File: config.mk
export PLATFORM = sky130hd
export DESIGN_NAME = pcds_param
export DESIGN_NICKNAME = d
export VERILOG_FILES = /design/src/rtl/pcds_param.sv
export SDC_FILE = /design/constraint.sdc
export NUM_CORES = 1
export LEC_CHECK = 0
export BUFFER_PORTS_ARGS = -buffer_cell sky130_fd_sc_hd__buf_4
export CORE_MARGIN = 4
export CORE_UTILIZATION = 57
export DETAILED_ROUTE_END_ITERATION = 7
export PLACE_DENSITY = 0.89
export SYNTH_ARGS = -nofsm -noshare
export SYNTH_HDL_FRONTEND = slang
export SYNTH_SLANG_ARGS = --single-unit
export TNS_END_PERCENT = 100
File: constraint.sdc
create_clock -name clk -period 2.6 [get_ports clk]
set_input_delay 0.26 -clock clk [delete_from_list [all_inputs] [get_ports clk]]
set_output_delay 0.26 -clock clk [all_outputs]
set_load 0.03 [all_outputs]
File: src/rtl/pcds_param.sv
// Payload constellation scrambler/descrambler: LFSR-driven quarter-turn / negation over an index window.
// Optional define PCDS_SAT_EN: negating the most negative sample saturates instead of wrapping.
module pcds_param #(
    parameter int          DW    = 14,
    parameter int          N     = 512,
    parameter int          START = 16,
    parameter int          END   = 495,
    parameter logic [12:0] SEED  = 13'h1FFF,
    localparam int         IW    = (N > 1) ? $clog2(N) : 1
) (
    input  logic                 clk,
    input  logic                 rst_n,
    input  logic signed [DW-1:0] di_re,
    input  logic signed [DW-1:0] di_im,
    input  logic                 di_vld,
    input  logic                 di_sof,
    input  logic                 di_mode,
    output logic signed [DW-1:0] do_re,
    output logic signed [DW-1:0] do_im,
    output logic                 do_vld,
    output logic                 do_sof,
    output logic [IW-1:0]        do_idx
);

    typedef struct packed {
        logic signed [DW-1:0] re;
        logic signed [DW-1:0] im;
    } iq_t;

    localparam logic signed [DW-1:0] MIN_VAL = {1'b1, {(DW-1){1'b0}}};
    localparam logic signed [DW-1:0] MAX_VAL = {1'b0, {(DW-1){1'b1}}};

    function automatic logic signed [DW-1:0] neg(input logic signed [DW-1:0] x);
`ifdef PCDS_SAT_EN
        if (x == MIN_VAL) return MAX_VAL;
`endif
        return -x;
    endfunction

    // LFSR bit s[k] lives at lfsr[12-k], so the literal reads MSB-first as s[0..12].
    logic [12:0]   lfsr, lfsr_cur, lfsr_step, lfsr_nxt;
    logic [IW-1:0] idx, sidx, idx_nxt;
    logic          in_win;
    logic [1:0]    code;
    iq_t           rot;

    always_comb begin
        sidx      = di_sof ? '0 : idx;
        lfsr_cur  = di_sof ? SEED : lfsr;
        in_win    = (int'(sidx) >= START) && (int'(sidx) <= END);
        lfsr_step = {lfsr_cur[6] ^ lfsr_cur[3] ^ lfsr_cur[2] ^ lfsr_cur[1],
                     lfsr_cur[5] ^ lfsr_cur[2] ^ lfsr_cur[1] ^ lfsr_cur[0],
                     lfsr_cur[12:2]};
        idx_nxt   = (int'(sidx) == N - 1) ? '0 : sidx + 1'b1;

        if (int'(sidx) == END) lfsr_nxt = SEED;
        else if (in_win)       lfsr_nxt = lfsr_step;
        else                   lfsr_nxt = lfsr_cur;

        code = in_win ? lfsr_cur[12:11] : 2'b00;
        // Scrambling conjugates the rotation: quarter-turn codes trade places.
        if (di_mode) code = code ^ {1'b0, code[1]};

        rot = '{re: di_re, im: di_im};
        case (code)
            2'b10:   rot = '{re: di_im,      im: neg(di_re)};
            2'b01:   rot = '{re: neg(di_re), im: neg(di_im)};
            2'b11:   rot = '{re: neg(di_im), im: di_re};
            default: rot = '{re: di_re,      im: di_im};
        endcase
    end

    always_ff @(posedge clk or negedge rst_n) begin
        if (!rst_n) begin
            idx    <= '0;
            lfsr   <= SEED;
            do_re  <= '0;
            do_im  <= '0;
            do_vld <= 1'b0;
            do_sof <= 1'b0;
            do_idx <= '0;
        end else begin
            do_vld <= di_vld;
            if (di_vld) begin
                idx    <= idx_nxt;
                lfsr   <= lfsr_nxt;
                do_re  <= rot.re;
                do_im  <= rot.im;
                do_sof <= (sidx == '0);
                do_idx <= sidx;
            end
        end
    end

endmodule

# --- Word-level counts from Yosys, hierarchy flattened ---
# Index checks and enable logic that the tools add are counted.
totals:
  ff_bits: 61
  inputBits: 33
  elab_cells: 34
  out_inout_bits: 39
classes:
  reduce_logical: 2
  n_bitwise: 7
  eq_ne: 5
  order_cmp: 2
  addsub: 3
  mux: 8
op_table:
  columns: ["op", "n"]
  rows:
  - ["$pmux W28 S3", 1]
  - ["$mux W13", 3]
  - ["$neg A14 Y14", 2]
  - ["$mux W9", 2]
  - ["$add A9 B1 Y9 const B", 1]
  - ["$eq A9 B1 Y1 const B", 1]
  - ["$eq A9 B6 Y1 const B", 1]
  - ["$ge A9 B5 Y1 const B", 1]
  - ["$le A9 B9 Y1 const B", 1]
  - ["$logic_not A9 Y1", 1]
  - ["$xor A1 B1 Y1", 6]
  - ["$eq A2 B2 Y1 const B", 2]
  - ["$mux W2", 2]
  - ["$eq A2 B1 Y1 const B", 1]
  - ["$xor A2 B1 Y2", 1]
  - ["$logic_and A1 B1 Y1", 1]

# --- Logic depth before layout (Yosys ltp) ---
logic_depth:
  depth_word: 8
  mapped_depth: 10
  mapped_depth_nobuf: 9

# --- Worst setup path before layout ---
# No wires, ideal clock.
synth_path:
  kind: "register -> register"
  startpoint: "register idx[1]"
  endpoint: "register idx[4]"
  period_less_slack_ns: 2.030
  t_arrival_ns: 1.909
  setup_ns: 0.121
  path_stages_with_launch: 10
  setup_slack_ns: 0.570
  path_buffers: 1
  t_required_ns: 2.479
  cell_sequence: "dfrtp_1 and4_1 and2_0 clkbuf_1 nand4b_1 nor3b_1 ha_1 or2_2 o21ai_0 a22o_1"
synth_between:
  elab_chain_cells: 3
  word_cells_on_any_way: 4
  classes_between: "add/sub: 1; eq/ne: 1; mux: 2"
synth_rtl:
  columns: ["element", "line_no", "text"]
  rows:
  - ["from (decl)", "42", "logic [IW-1:0] idx, sidx, idx_nxt;"]
  - ["from (signal assigned)", "85", "idx <= idx_nxt;"]
  - ["$mux W9 (*)", "48", "sidx = di_sof ? '0 : idx;"]
  - ["$add A9 B1 Y9 / $eq A9 B1 Y1 (equally long branches)", "54", "idx_nxt = (int'(sidx) == N - 1) ? '0 : sidx + 1'b1;"]
  - ["$mux W9 (*)", "54", null]
# Every way passes the cells marked *; elsewhere a longest branch is shown, timed or not.
# A chain may end at the register's enable or synchronous reset.

# --- Worst setup path in the final report ---
layout_path:
  startpoint: "register idx[5]"
  endpoint: "register do_im[6]"
layout_between:
  elab_chain_cells: 8
  word_cells_on_any_way: 11
  classes_between: "order compare: 2; eq/ne: 3; mux: 4; bitwise: 1; reduce/logical: 1"
layout_rtl:
  columns: ["element", "line_no", "text"]
  rows:
  - ["$mux W9 (*)", "48", null]
  - ["$ge A9 B5 Y1 / $le A9 B9 Y1 (equally long branches)", "50", "in_win = (int'(sidx) >= START) && (int'(sidx) <= END);"]
  - ["$logic_and A1 B1 Y1 (*)", "50", null]
  - ["$mux W2 (*)", "60", "code = in_win ? lfsr_cur[12:11] : 2'b00;"]
  - ["$xor A2 B1 Y2", "62", "if (di_mode) code = code ^ {1'b0, code[1]};"]
  - ["$mux W2 (*)", "62", null]
  - ["$eq A2 B2 Y1 / $eq A2 B1 Y1 (equally long branches)", "65", "case (code)"]
  - ["$pmux W28 S3 (*)", "65", null]
  - ["to (signal assigned)", "88", "do_im <= rot.im;"]
  - ["to (decl)", "19", "output logic signed [DW-1:0] do_im,"]
# Marks and branches as above.

==> impl_metrics.env <==
export IMPL_status="complete, but fails checks"
export IMPL_violations="negative hold slack"
export IMPL_cts_inserted_buffers=9
export IMPL_worstSetupPathType="flop to flop"
export IMPL_grt_overflow_total=0
export IMPL_max_freq_ghz=0.434
export IMPL_max_slew_margin=0.472
export IMPL_grt_pass1_wl_microns=19700
export IMPL_start_util=0.592
export IMPL_clockBufferDepth=2
export IMPL_rows=31
export IMPL_hold_class="primary input to async pin"
export IMPL_yosysSeqAreaShare=0.355
export IMPL_finalSetupTns_ps=0
export IMPL_area_growth_pct=17.5
export IMPL_dpl_worst_slack_ps=324
export IMPL_antennaDiodeCount=0
export IMPL_viasPerCell=6.51
export IMPL_placed_area_sq_um=4900
export IMPL_die_w_microns=95.3
export IMPL_gp_congestion=0.935
export IMPL_dieArea_sq_um=9080
export IMPL_antenna_violating_nets_post_route=0
export IMPL_clk_pin_slew_worst_paths_ps=80
export IMPL_hold_viol=16
export IMPL_hold_buffers=0
export IMPL_tightest_slew_ps=790
export IMPL_ioPinCount=72
export IMPL_hpwl_microns=8390
export IMPL_synthArstFlopShare=1.00
export IMPL_cts_tree="built"
export IMPL_synth_ff_type="dfrtp_1"
export IMPL_gr_usage_met2=0.433
export IMPL_die_y_microns=95.3
export IMPL_layout_setup_ws_ps=295
export IMPL_fin_crit_sh=0.887
export IMPL_detail_route_first_pass_iterations=7
export IMPL_grt_max_degree=62
export IMPL_required_ps=2830
export IMPL_ys_types=73
export IMPL_yosys_warnings=0
export IMPL_synth_nets=509
export IMPL_grt_pass1_vias=3932
export IMPL_period_minus_slack_ps=2310
export IMPL_via_count=4119
export IMPL_whs_ps=-34.8
export IMPL_rsz0062_at_grt="false"
export IMPL_antenna_found_initial=0
export IMPL_worst_setup_path_start_kind="flop"
export IMPL_grt_most_used_layer="met2"
export IMPL_vdd_drop_max_v=0.000342
export IMPL_p_leak_nw=2.05
export IMPL_final_common_cell="buf_4"
export IMPL_clock_skew_ps=8.95
export IMPL_crit_fanout=12
export IMPL_powerDensity_nw_per_um2=476
export IMPL_synth_edf_count=0
export IMPL_setup_viol_count_final=0
export IMPL_grt_usage=0.274
export IMPL_clock_sinks=61
export IMPL_synth_area_sq_um=4340
export IMPL_crit_arrival_ps=2530
export IMPL_fillers=558
export IMPL_crit_path_end_kind="flop"
export IMPL_layout_common_cells="buf_4 (86), dfrtp_1 (48), o21ai_0 (33), nor2_1 (32), a21oi_1 (28)"
export IMPL_routedWlPerCell_microns=18.8
export IMPL_avgSynthCellArea_sq_um=9.20
export IMPL_drt_wl_total_microns=11900
export IMPL_layout_drive_gt1_share=0.277
export IMPL_post_route_util=0.696
export IMPL_drc=0
export IMPL_cts_setup_buffers=0
export IMPL_port_buffers=71
export IMPL_cap_violations=0
export IMPL_globalRouteMet1Util=0.375
export IMPL_clock_latency_ps=340
export IMPL_htreeDepth=3
export IMPL_netlist_instances=472
export IMPL_grt_util_met3=0.0513
export IMPL_finalNetCount=566
export IMPL_drtIter0Drc=438
export IMPL_synth_seq_cells=61
export IMPL_drv_slew=0
export IMPL_cts_root_buf="clkbuf_8"
export IMPL_final_area_sq_um=5100
export IMPL_core_region_area_sq_um=7330
==> per-layer routing <==
layer,up-vias,part of all wire
met2,236,0.48
met3,28,0.091
met4,0,0.019
met5,-,0
met1,1983,0.41
li1,1872,-
==> through the flow <==
stage	cells	total power, mW
after global routing	633	2.53
final	633	2.43
after global placement	617	1.57
after floorplan	472	1.37
after detailed placement	617	1.58
after CTS	633	2.44
==> where the power goes <==
group,switching (mW),internal [mW],leakage (nW)
clock,0.409,0.447,0.104
sequential,0.0390,1.00,0.727
combinational,0.327,0.201,1.22
total,0.776,1.65,2.05
==> flip-flops by register name, indices dropped and copies added (netlist names) <==
register / count
do_idx: 9
lfsr: 13
do_vld: 1
do_re: 14
do_im: 14
do_sof: 1
idx: 9
==> logic make-up after synthesis <==
family / Yosys count / synth area share
compound gates: 153 / 0.258
buf+inv: 53 / 0.0591
xor+xnor: 34 / 0.0686
simple gates: 163 / 0.237
mux: 4 / 0.0104
fa+ha+maj: 4 / 0.0115
flops: 61 / 0.355
==> synth_stat cells (all sizes together), types with 2 or more instances <==
| cell | instances | share of area |
|---|---|---|
| a21o | 3 | 0.0052 |
| a211oi | 8 | 0.014 |
| ha | 4 | 0.012 |
| or4 | 7 | 0.016 |
| o22ai | 11 | 0.016 |
| nor3 | 15 | 0.021 |
| or2 | 2 | 0.0029 |
| o2bb2ai | 11 | 0.027 |
| o211ai | 2 | 0.0035 |
| nand3b | 6 | 0.010 |
| o22a | 13 | 0.026 |
| clkbuf | 18 | 0.016 |
| and3 | 3 | 0.0043 |
| nand4 | 5 | 0.0072 |
| a221oi | 12 | 0.027 |
| nand2 | 26 | 0.023 |
| nand2b | 19 | 0.027 |
| or4b | 2 | 0.0046 |
| o31ai | 3 | 0.0052 |
| o21ai | 34 | 0.039 |
| xor2 | 10 | 0.020 |
| inv | 13 | 0.011 |
| a22oi | 5 | 0.0098 |
| a21oi | 28 | 0.032 |
| nand3 | 7 | 0.0081 |
| nor4 | 9 | 0.028 |
| o21a | 3 | 0.0052 |
| nor3b | 3 | 0.0052 |
| xnor2 | 24 | 0.048 |
| a22o | 2 | 0.0040 |
| nor2 | 33 | 0.030 |
| buf | 22 | 0.032 |
| o311ai | 3 | 0.014 |
| or3 | 4 | 0.0058 |
| mux2 | 4 | 0.010 |
| a32oi | 2 | 0.0040 |
| nor2b | 9 | 0.013 |
| and2 | 4 | 0.0063 |
| dfrtp | 48 | 0.28 |
| dfstp | 13 | 0.079 |
| a31oi | 3 | 0.0043 |
| and4 | 3 | 0.0061 |
| a41oi | 2 | 0.0040 |
| nor4b | 4 | 0.013 |
==> worst max-delay path, cell delays in order (launching register included) <==
cell,delay [ps]
dfrtp_1,490
or4_4,610
o2bb2ai_4,350
nor2_1,120
buf_4,180
a221oi_1,320
o2bb2ai_1,120
==> final timing paths <==
| check | startpoint | cells past startpoint | to | slack (ps) |
|---|---|---|---|---|
| hold / removal | rst_n | 1 | do_im[5]$_DFFE_PN0P_ | -30 |
| setup reg to reg | idx[5]$_DFFE_PN0P_ | 6 | do_im[6]$_DFFE_PN0P_ | 290 |
| max in group asynchronous | rst_n | 1 | do_re[4]$_DFFE_PN0P_ | 2090 |
| min in group clk | di_im[0] | 3 | do_re[0]$_DFFE_PN0P_ | 220 |
| hold reg to reg | do_idx[1]$_DFFE_PN0P_ | 2 | do_idx[1]$_DFFE_PN0P_ | 490 |
| setup / recovery | idx[5]$_DFFE_PN0P_ | 6 | do_im[6]$_DFFE_PN0P_ | 290 |
==> layout make-up <==
cell class | count | area, sq um | share of cell area
Clock buffer | 9 | 124 | 0.0243
Multi-Input combinational cell | 358 | 2540 | 0.498
Timing Repair Buffer | 86 | 646 | 0.127
Inverter | 13 | 48.8 | 0.00956
Tap cell | 99 | 124 | 0.0243
Clock inverter | 7 | 75.1 | 0.0147
Sequential cell | 61 | 1540 | 0.302
==> repair_timing <==
| item | CTS | global route |
|---|---|---|
| resized for setup | 0 | 1 |
| endpoints found under the hold margin | 0 | 0 |
| setup endpoints to repair | 0 | 1 |
(Power assumes the default switching activity.)
